`src/rtl/tcm_dump.sv`:
```
// TCM readback engine: reads word_cnt words from TCM and streams them as little-endian bytes.
// Optional trailing 32-bit word sum enabled by defining TCM_DUMP_CHECKSUM_EN.
module tcm_dump #(
  parameter int ADDR_W = 32,
  parameter int CNT_W  = 16
) (
  input  logic              clk,
  input  logic              rst_n,
  input  logic              start_i,
  input  logic              abort_i,
  input  logic [ADDR_W-1:0] base_addr_i,
  input  logic [CNT_W-1:0]  word_cnt_i,
  output logic              busy_o,
  output logic              done_o,
  output logic              mem_req_o,
  output logic [ADDR_W-1:0] mem_addr_o,
  input  logic              mem_ack_i,
  input  logic              mem_rvalid_i,
  input  logic [31:0]       mem_rdata_i,
  output logic [7:0]        byte_o,
  output logic              byte_valid_o,
  input  logic              byte_ready_i
);

  typedef enum logic [2:0] {
    S_IDLE,
    S_REQ,
    S_WAIT,
    S_SEND,
`ifdef TCM_DUMP_CHECKSUM_EN
    S_CSUM,
`endif
    S_DONE
  } state_e;

  state_e            state_q, state_d;
  logic [ADDR_W-1:0] addr_q, addr_d;
  logic [CNT_W-1:0]  remain_q, remain_d;
  logic [31:0]       word_q, word_d;
  logic [1:0]        idx_q, idx_d;
  logic              mem_req_q, mem_req_d;
  logic [7:0]        byte_q, byte_d;
  logic              byte_valid_q, byte_valid_d;
  logic              done_q, done_d;
  logic              busy_q, busy_d;
`ifdef TCM_DUMP_CHECKSUM_EN
  logic [31:0]       sum_q, sum_d;
`endif

  logic       mem_accept;
  logic       byte_hs;
  logic [1:0] nxt_idx;
  // Address bits [1:0] are forced to zero, so the incoming ones are never consumed.
  logic       unused_addr_bits;

  assign mem_accept       = mem_req_q & mem_ack_i;
  assign byte_hs          = byte_valid_q & byte_ready_i;
  assign nxt_idx          = idx_q + 2'd1;
  assign unused_addr_bits = ^base_addr_i[1:0];

  always_comb begin
    // NOTE: every _d starts from its _q so no path through the case leaves a value unassigned (no latches).
    state_d      = state_q;
    addr_d       = addr_q;
    remain_d     = remain_q;
    word_d       = word_q;
    idx_d        = idx_q;
    mem_req_d    = mem_req_q;
    byte_d       = byte_q;
    byte_valid_d = byte_valid_q;
    done_d       = 1'b0;
`ifdef TCM_DUMP_CHECKSUM_EN
    sum_d        = sum_q;
`endif

    case (state_q)
      S_IDLE: begin
        if (start_i) begin
          addr_d   = {base_addr_i[ADDR_W-1:2], 2'b00};
          remain_d = word_cnt_i;
          idx_d    = 2'd0;
`ifdef TCM_DUMP_CHECKSUM_EN
          sum_d    = 32'd0;
`endif
          if (word_cnt_i == '0) begin
            state_d = S_DONE;
            done_d  = 1'b1;
          end else begin
            state_d   = S_REQ;
            mem_req_d = 1'b1;
          end
        end
      end

      S_REQ: begin
        if (mem_accept) begin
          state_d   = S_WAIT;
          mem_req_d = 1'b0;
          addr_d    = addr_q + ADDR_W'(4);
          remain_d  = remain_q - CNT_W'(1);
        end
      end

      S_WAIT: begin
        if (mem_rvalid_i) begin
          state_d      = S_SEND;
          word_d       = mem_rdata_i;
          idx_d        = 2'd0;
          byte_d       = mem_rdata_i[7:0];
          byte_valid_d = 1'b1;
`ifdef TCM_DUMP_CHECKSUM_EN
          sum_d        = sum_q + mem_rdata_i;
`endif
        end
      end

      S_SEND: begin
        if (byte_hs) begin
          if (idx_q != 2'd3) begin
            idx_d  = nxt_idx;
            byte_d = word_q[{nxt_idx, 3'b000} +: 8];
          end else begin
            idx_d = 2'd0;
            if (remain_q != '0) begin
              state_d      = S_REQ;
              mem_req_d    = 1'b1;
              byte_valid_d = 1'b0;
            end else begin
`ifdef TCM_DUMP_CHECKSUM_EN
              state_d = S_CSUM;
              byte_d  = sum_q[7:0];
`else
              state_d      = S_DONE;
              done_d       = 1'b1;
              byte_valid_d = 1'b0;
`endif
            end
          end
        end
      end

`ifdef TCM_DUMP_CHECKSUM_EN
      S_CSUM: begin
        if (byte_hs) begin
          if (idx_q != 2'd3) begin
            idx_d  = nxt_idx;
            byte_d = sum_q[{nxt_idx, 3'b000} +: 8];
          end else begin
            idx_d        = 2'd0;
            state_d      = S_DONE;
            done_d       = 1'b1;
            byte_valid_d = 1'b0;
          end
        end
      end
`endif

      S_DONE: state_d = S_IDLE;

      default: state_d = S_IDLE;
    endcase

    // Abort overrides everything; a read already in flight is dropped since WAIT is left.
    if (abort_i) begin
      state_d      = S_IDLE;
      mem_req_d    = 1'b0;
      byte_valid_d = 1'b0;
      done_d       = 1'b0;
    end

    busy_d = (state_d != S_IDLE);
  end

  always_ff @(posedge clk or negedge rst_n) begin
    if (!rst_n) begin
      state_q      <= S_IDLE;
      addr_q       <= '0;
      remain_q     <= '0;
      word_q       <= '0;
      idx_q        <= 2'd0;
      mem_req_q    <= 1'b0;
      byte_q       <= 8'd0;
      byte_valid_q <= 1'b0;
      done_q       <= 1'b0;
      busy_q       <= 1'b0;
`ifdef TCM_DUMP_CHECKSUM_EN
      sum_q        <= 32'd0;
`endif
    end else begin
      // NOTE: non-blocking assignments so every flop samples pre-edge values regardless of statement order.
      state_q      <= state_d;
      addr_q       <= addr_d;
      remain_q     <= remain_d;
      word_q       <= word_d;
      idx_q        <= idx_d;
      mem_req_q    <= mem_req_d;
      byte_q       <= byte_d;
      byte_valid_q <= byte_valid_d;
      done_q       <= done_d;
      busy_q       <= busy_d;
`ifdef TCM_DUMP_CHECKSUM_EN
      sum_q        <= sum_d;
`endif
    end
  end

  assign busy_o       = busy_q;
  assign done_o       = done_q;
  assign mem_req_o    = mem_req_q;
  assign mem_addr_o   = addr_q;
  assign byte_o       = byte_q;
  assign byte_valid_o = byte_valid_q;

endmodule
```
`config.mk`:
```
export PLATFORM = sky130hd
export DESIGN_NAME = tcm_dump
export DESIGN_NICKNAME = d
export VERILOG_FILES = /design/src/rtl/tcm_dump.sv
export SDC_FILE = /design/constraint.sdc
export NUM_CORES = 1
export LEC_CHECK = 0
export ABC_AREA = 1
export BUFFER_PORTS_ARGS = -buffer_cell sky130_fd_sc_hd__buf_2
export CORE_AREA = 5 5 114 116
export CTS_CLUSTER_DIAMETER = 50
export DETAILED_ROUTE_END_ITERATION = 8
export DIE_AREA = 0 0 119 121
export PLACE_DENSITY = 0.81
export SLEW_MARGIN = 10
export SYNTH_ARGS = -nofsm -noshare
export SYNTH_HDL_FRONTEND = slang
export SYNTH_SLANG_ARGS = --single-unit
```
`constraint.sdc`:
```
create_clock -name clk -period 1.7 [get_ports clk]
set_clock_uncertainty 0.05 [all_clocks]
set_input_delay 0.51 -clock clk [delete_from_list [all_inputs] [get_ports clk]]
set_output_delay 0.51 -clock clk [all_outputs]
set_load 0.01 [all_outputs]
```
== Word-level counts from Yosys, hierarchy flattened ==
Cells that the tools add are included.

* Muxes and demuxes: 44
* Reductions and logical operators: 15
* $mul: 0
* Shifts and indexed selects: 1
* Magnitude comparators: 0
* Bitwise logic cells: 2
* Equality and inequality tests: 16
* Add/sub/neg operators: 3
* Div/mod/pow operators: 0

{| class="wikitable"
|+ Operator list
! operator !! number
|-
| $mux W32 || 2
|-
| $pmux W32 S2 || 1
|-
| $add A32 B3 Y32 const B || 1
|-
| $mux W16 || 2
|-
| $pmux W16 S2 || 1
|-
| $shiftx A32 B6 Y8 || 1
|-
| $mux W3 || 8
|-
| $mux W8 || 3
|-
| $ne A3 B3 Y1 const B || 7
|-
| $mux W1 || 17
|-
| $logic_not A16 Y1 || 1
|-
| $pmux W8 S2 || 1
|-
| $reduce_bool A16 Y1 || 1
|-
| $sub A16 B1 Y16 const B || 1
|-
| $ne A2 B2 Y1 const B || 6
|-
| $pmux W3 S4 || 1
|-
| $reduce_and A4 Y1 || 3
|-
| $reduce_bool A3 Y1 || 3
|-
| $mux W2 || 4
|-
| $reduce_and A7 Y1 || 1
|-
| $eq A3 B2 Y1 const B || 2
|-
| $pmux W2 S3 || 1
|-
| $pmux W1 S2 || 2
|-
| $reduce_bool A2 Y1 || 2
|-
| other kinds (8) || 9
|}

* RAM bits: 0
* Memories kept: 0
* Register bits: 97
* Word-level logic and storage cells: 91
* Input bits: 87
* Output and inout bits: 44
* Latch bits: 0
* Bits in read-only memories: 0

== Logic depth before layout (Yosys ltp) ==
* Word-level depth: 7
* Mapped depth: 11
* Depth with buffers taken out: 11

== Least setup slack after synthesis ==
OpenSTA, ideal clock, no wires.

* Path type: flip-flop to flip-flop
* From: register addr_q[3], in the netlist mem_addr_o[3]
* To: register addr_q[20], in the netlist mem_addr_o[20]
* Data arrival time: 1.446 ns
* Slack: 0.088 ns
* Path buffers: 0
* Setup time: 0.116 ns
* Clock period less this slack: 1.612 ns
* Cell stages (with the launch flop): 11
* Required time: 1.534 ns
* Cell sequence: dfrtp_1 -> ha_1 -> nand2_1 -> nor2_2 -> nand2_1 -> nor2_1 -> nand3_1 -> nand2_1 -> nand2_1 -> nand2_1 -> nand2_1

* Longest elaborated chain between the ends: 3

{| class="wikitable"
|+ RTL lines
! what !! line !! source
|-
| from (decl) || 37 || <nowiki>logic [ADDR_W-1:0] addr_q, addr_d;</nowiki>
|-
| from (signal assigned) || 192 || <nowiki>addr_q <= addr_d;</nowiki>
|-
| $add A32 B3 Y32 || 99 || <nowiki>addr_d = addr_q + ADDR_W'(4);</nowiki>
|-
| $mux W32 || 96 || <nowiki>if (mem_accept) begin</nowiki>
|-
| $pmux W32 S2 || 76 || <nowiki>case (state_q)</nowiki>
|}

Every way passes these cells. The select of a mux whose other input is x is not followed.
A chain may end at the register's enable or synchronous reset.

== Worst setup path after layout ==
* From: register state_q[2]
* To: register word_q[0]

* Longest elaborated chain between the ends: 2

{| class="wikitable"
|+ RTL lines
! what !! line !! source
|-
| from (decl) || 36 || <nowiki>state_e state_q, state_d;</nowiki>
|-
| from (signal assigned) || 191 || <nowiki>state_q <= state_d;</nowiki>
|-
| $eq A3 B2 Y1 || 76 ||
|-
| $reduce_and A2 Y1 (no source line) || n/a ||
|-
| to (signal assigned) || 194 || <nowiki>word_q <= word_d;</nowiki>
|-
| to (decl) || 39 || <nowiki>logic [31:0] word_q, word_d;</nowiki>
|}

Every way passes these cells.

==> run_results.csv <==
group,metric,value,unit
synthesis,synth.ff_latch_count,95,
detailed_routing,drt-initial-drc-count,457,
layout,num_antenna_cells,0,
synthesis,synth_area_leaders,"dfrtp_1 41%, nand2_1 15%, nor2_1 9.8%",
grt,grt_usage,0.221,
job,cap_violations,0,
sta,fmax,604,MHz
hold_path,worst_hold_path_type,"input pin to asynchronous set/reset pin",
layout,fillCellCount,1035,
die,die_h,121,um
sta,rsz0062_at_grt,"true",
grt,grt_overflow,0,
place,dp.cells,1102,
setup_path,max_stage_delay,0.42,ns
sta,holdWs,0.0214,ns
setup_path,path_class,"register to register",
clock_network,clock_sinks,95,
layout,areaGrowthSynthToFinish,25.8,%
place,dpl.hpwl,12100,um
setup_path,critical_path_arrival,1.84,ns
clock_network,clock_path_buffers,2,
die,io_pins,131,
layout,fin_nets,1060,
synthesis,synth_cells,819,
clock_network,clk_latency,0.36,ns
synthesis,yosysWarnings,0,
setup_path,worst_ep_required_time,1.89,ns
power_and_ir_drop,ir_worst_vdd,1100,uV
layout,final_common_cell,"nand2_1",
setup_path,end_kind,"register",
sta,setup_slack,0.0438,ns
layout,fin_util,0.624,
grt,grt_pass1_wl,25700,um
grt,first_global_vias,5440,
place,gp_congestion,0.958,
clock_network,numCtsBuffers,9,
clock_network,cts_max_level,3,
power_and_ir_drop,power_density,1370,mW/mm^2
detailed_routing,routed-via-count,5928,
synthesis,synth_top_area_frac,0.405,
sta,layout_min_cycle_time,1.66,ns
sta,setup_viol,0,
grt,grt_max_degree,38,
setup_path,cp_slowest_cell,"dfrtp_1",
detailed_routing,drcViolationCount,0,
layout,drive_gt1_frac,0.245,
detailed_routing,drt_wl_total,16400,um
run_status,outcome,"finished, final reports clean",
setup_path,crit_chain,"buf_6 -> inv_4 -> nand2_4 -> nor2_4 -> nand2_4 -> clkbuf_16 -> mux2_4",
synthesis,synth.distinct_cells,36,
die,die_area,0.0144,mm^2
die,core-area,0.0118,mm^2
die,die_w,119,um
setup_path,crit_top_cell,"nand2_4",
clock_network,cts_tree,"built",
sta,drv_slew,0,
clock_network,cts_root_buffer,"clkbuf_16",
sta,hold_viol_final,0,
grt,antenna_found_initial,0,
power_and_ir_drop,total_leakage_power,3.75,nW
detailed_routing,wire_per_inst,14.6,um
die,rows,40,
place,port_buffers,126,
setup_path,rrSetupSlack,0.04,ns
detailed_routing,antenna_left,0,
layout,mostFrequentLayoutCells,"228 x nand2_1, 148 x nor2_1, 125 x buf_2",
setup_path,cp_max_fo,7,
synthesis,synth.largest_area_cell,"dfrtp_1",
sta,fin_crit_sh,0.974,
clock_network,path_clk_slew,0.07,ns
layout,final_cells,1121,
synthesis,synth-seq-area-share,0.405,
detailed_routing,via_per_inst,5.29,
synthesis,synth_area,0.00586,mm^2
synthesis,avgSynthCellArea,7.16,um^2
die,start_util,0.496,
setup_path,start_kind,"register",
detailed_routing,dr.pass1.iters,5,
place,place_ws,0.0235,ns
power_and_ir_drop,design_power_total,0.0101,W
-- synthesized netlist by cell type (all sizes together) --
cell type	count
or2	2
a22oi	1
nand4	6
o22ai	11
o21ai	88
xor2	5
a21oi	17
mux2	32
nor2	164
a31oi	1
inv	70
ha	4
nand2	234
clkbuf	5
nand3	50
nor3	2
buf	25
a21boi	1
nand3b	1
xnor2	3
o211ai	1
dfrtp	95
conb	1
-- layer usage --
layer	part of all wire	up-vias	GRT usage
met1	0.40	2723	0.274
met4	0.025	0	0.0746
met5	0	-	0
met3	0.084	28	0.0643
li1	-	2934	-
met2	0.49	243	0.370
-- layout make-up --
cell class                 count  area (um^2)  share of cell area
clock buffer                  10          239              0.0324
tap                          147          184              0.0249
inverter                      70          268              0.0363
clock inverter                 6         90.1              0.0122
timing repair buffer         168         1080               0.147
sequential                    95         2380               0.322
multi-input combinational    625         3130               0.425
-- state kept, by name, summed over array words and instances, names as in the netlist --
name          count
word_q           32
done_o            1
byte_o            8
state_q           3
byte_valid_o      1
idx_q             2
mem_req_o         1
mem_addr_o       30
busy_o            1
remain_q         16
-- power breakdown --
part           total, W  leakage [nW]  switching (W)  internal (W)
logic           0.00381          2.42        0.00212       0.00169
registers       0.00401          1.17       0.000834       0.00318
clock network   0.00225         0.159       0.000917       0.00134
total            0.0101          3.75        0.00387       0.00621
-- critical path: cells and delay by family, from the launching register on --
family                 cells  cell delay (ns)
flip-flops                 1             0.42
buffers and inverters      3             0.40
multiplexers               1             0.31
AND/OR/NAND/NOR            3             0.36
-- path summary, 6_finish.rpt --
path | startpoint | end | depth (start not counted)
min in group clk | abort_i | byte_valid_o$_DFFE_PN0P_ | 2
max in group asynchronous | rst_n | word_q[31]$_DFFE_PN0P_ | 2
worst max-delay path | state_q[2]$_DFF_PN0_ | word_q[0]$_DFFE_PN0P_ | 7
worst max register to register | state_q[2]$_DFF_PN0_ | word_q[0]$_DFFE_PN0P_ | 7
worst min register to register | word_q[4]$_DFFE_PN0P_ | word_q[4]$_DFFE_PN0P_ | 1
worst min-delay path | rst_n | remain_q[8]$_DFFE_PN0P_ | 1
-- kinds of logic after synthesis --
family          synth area share
xor+xnor                  0.0120
compound gates             0.106
fa+ha+maj                0.00854
buf+inv                   0.0805
mux                       0.0615
flops                      0.405
other cells             0.000640
simple gates               0.325
-- through the flow --
step	TNS [ns]	instance area [um^2]
detailed placement	0	6860
floorplan	0	5870
global route	-0.0904	7380
finish	0	7380
CTS	0	7190
global placement	0	6860
-- what timing repair did --
| item | 4_1_cts | 5_1_grt |
|---|---|---|
| gates resized for setup | 0 | 38 |
| setup buffers | 0 | 0 |
| endpoints found under the setup margin | 0 | 63 |
| endpoints found under the hold margin | 0 | 0 |
| hold buffers | 0 | 0 |
Power figures use the tool's default switching activity.
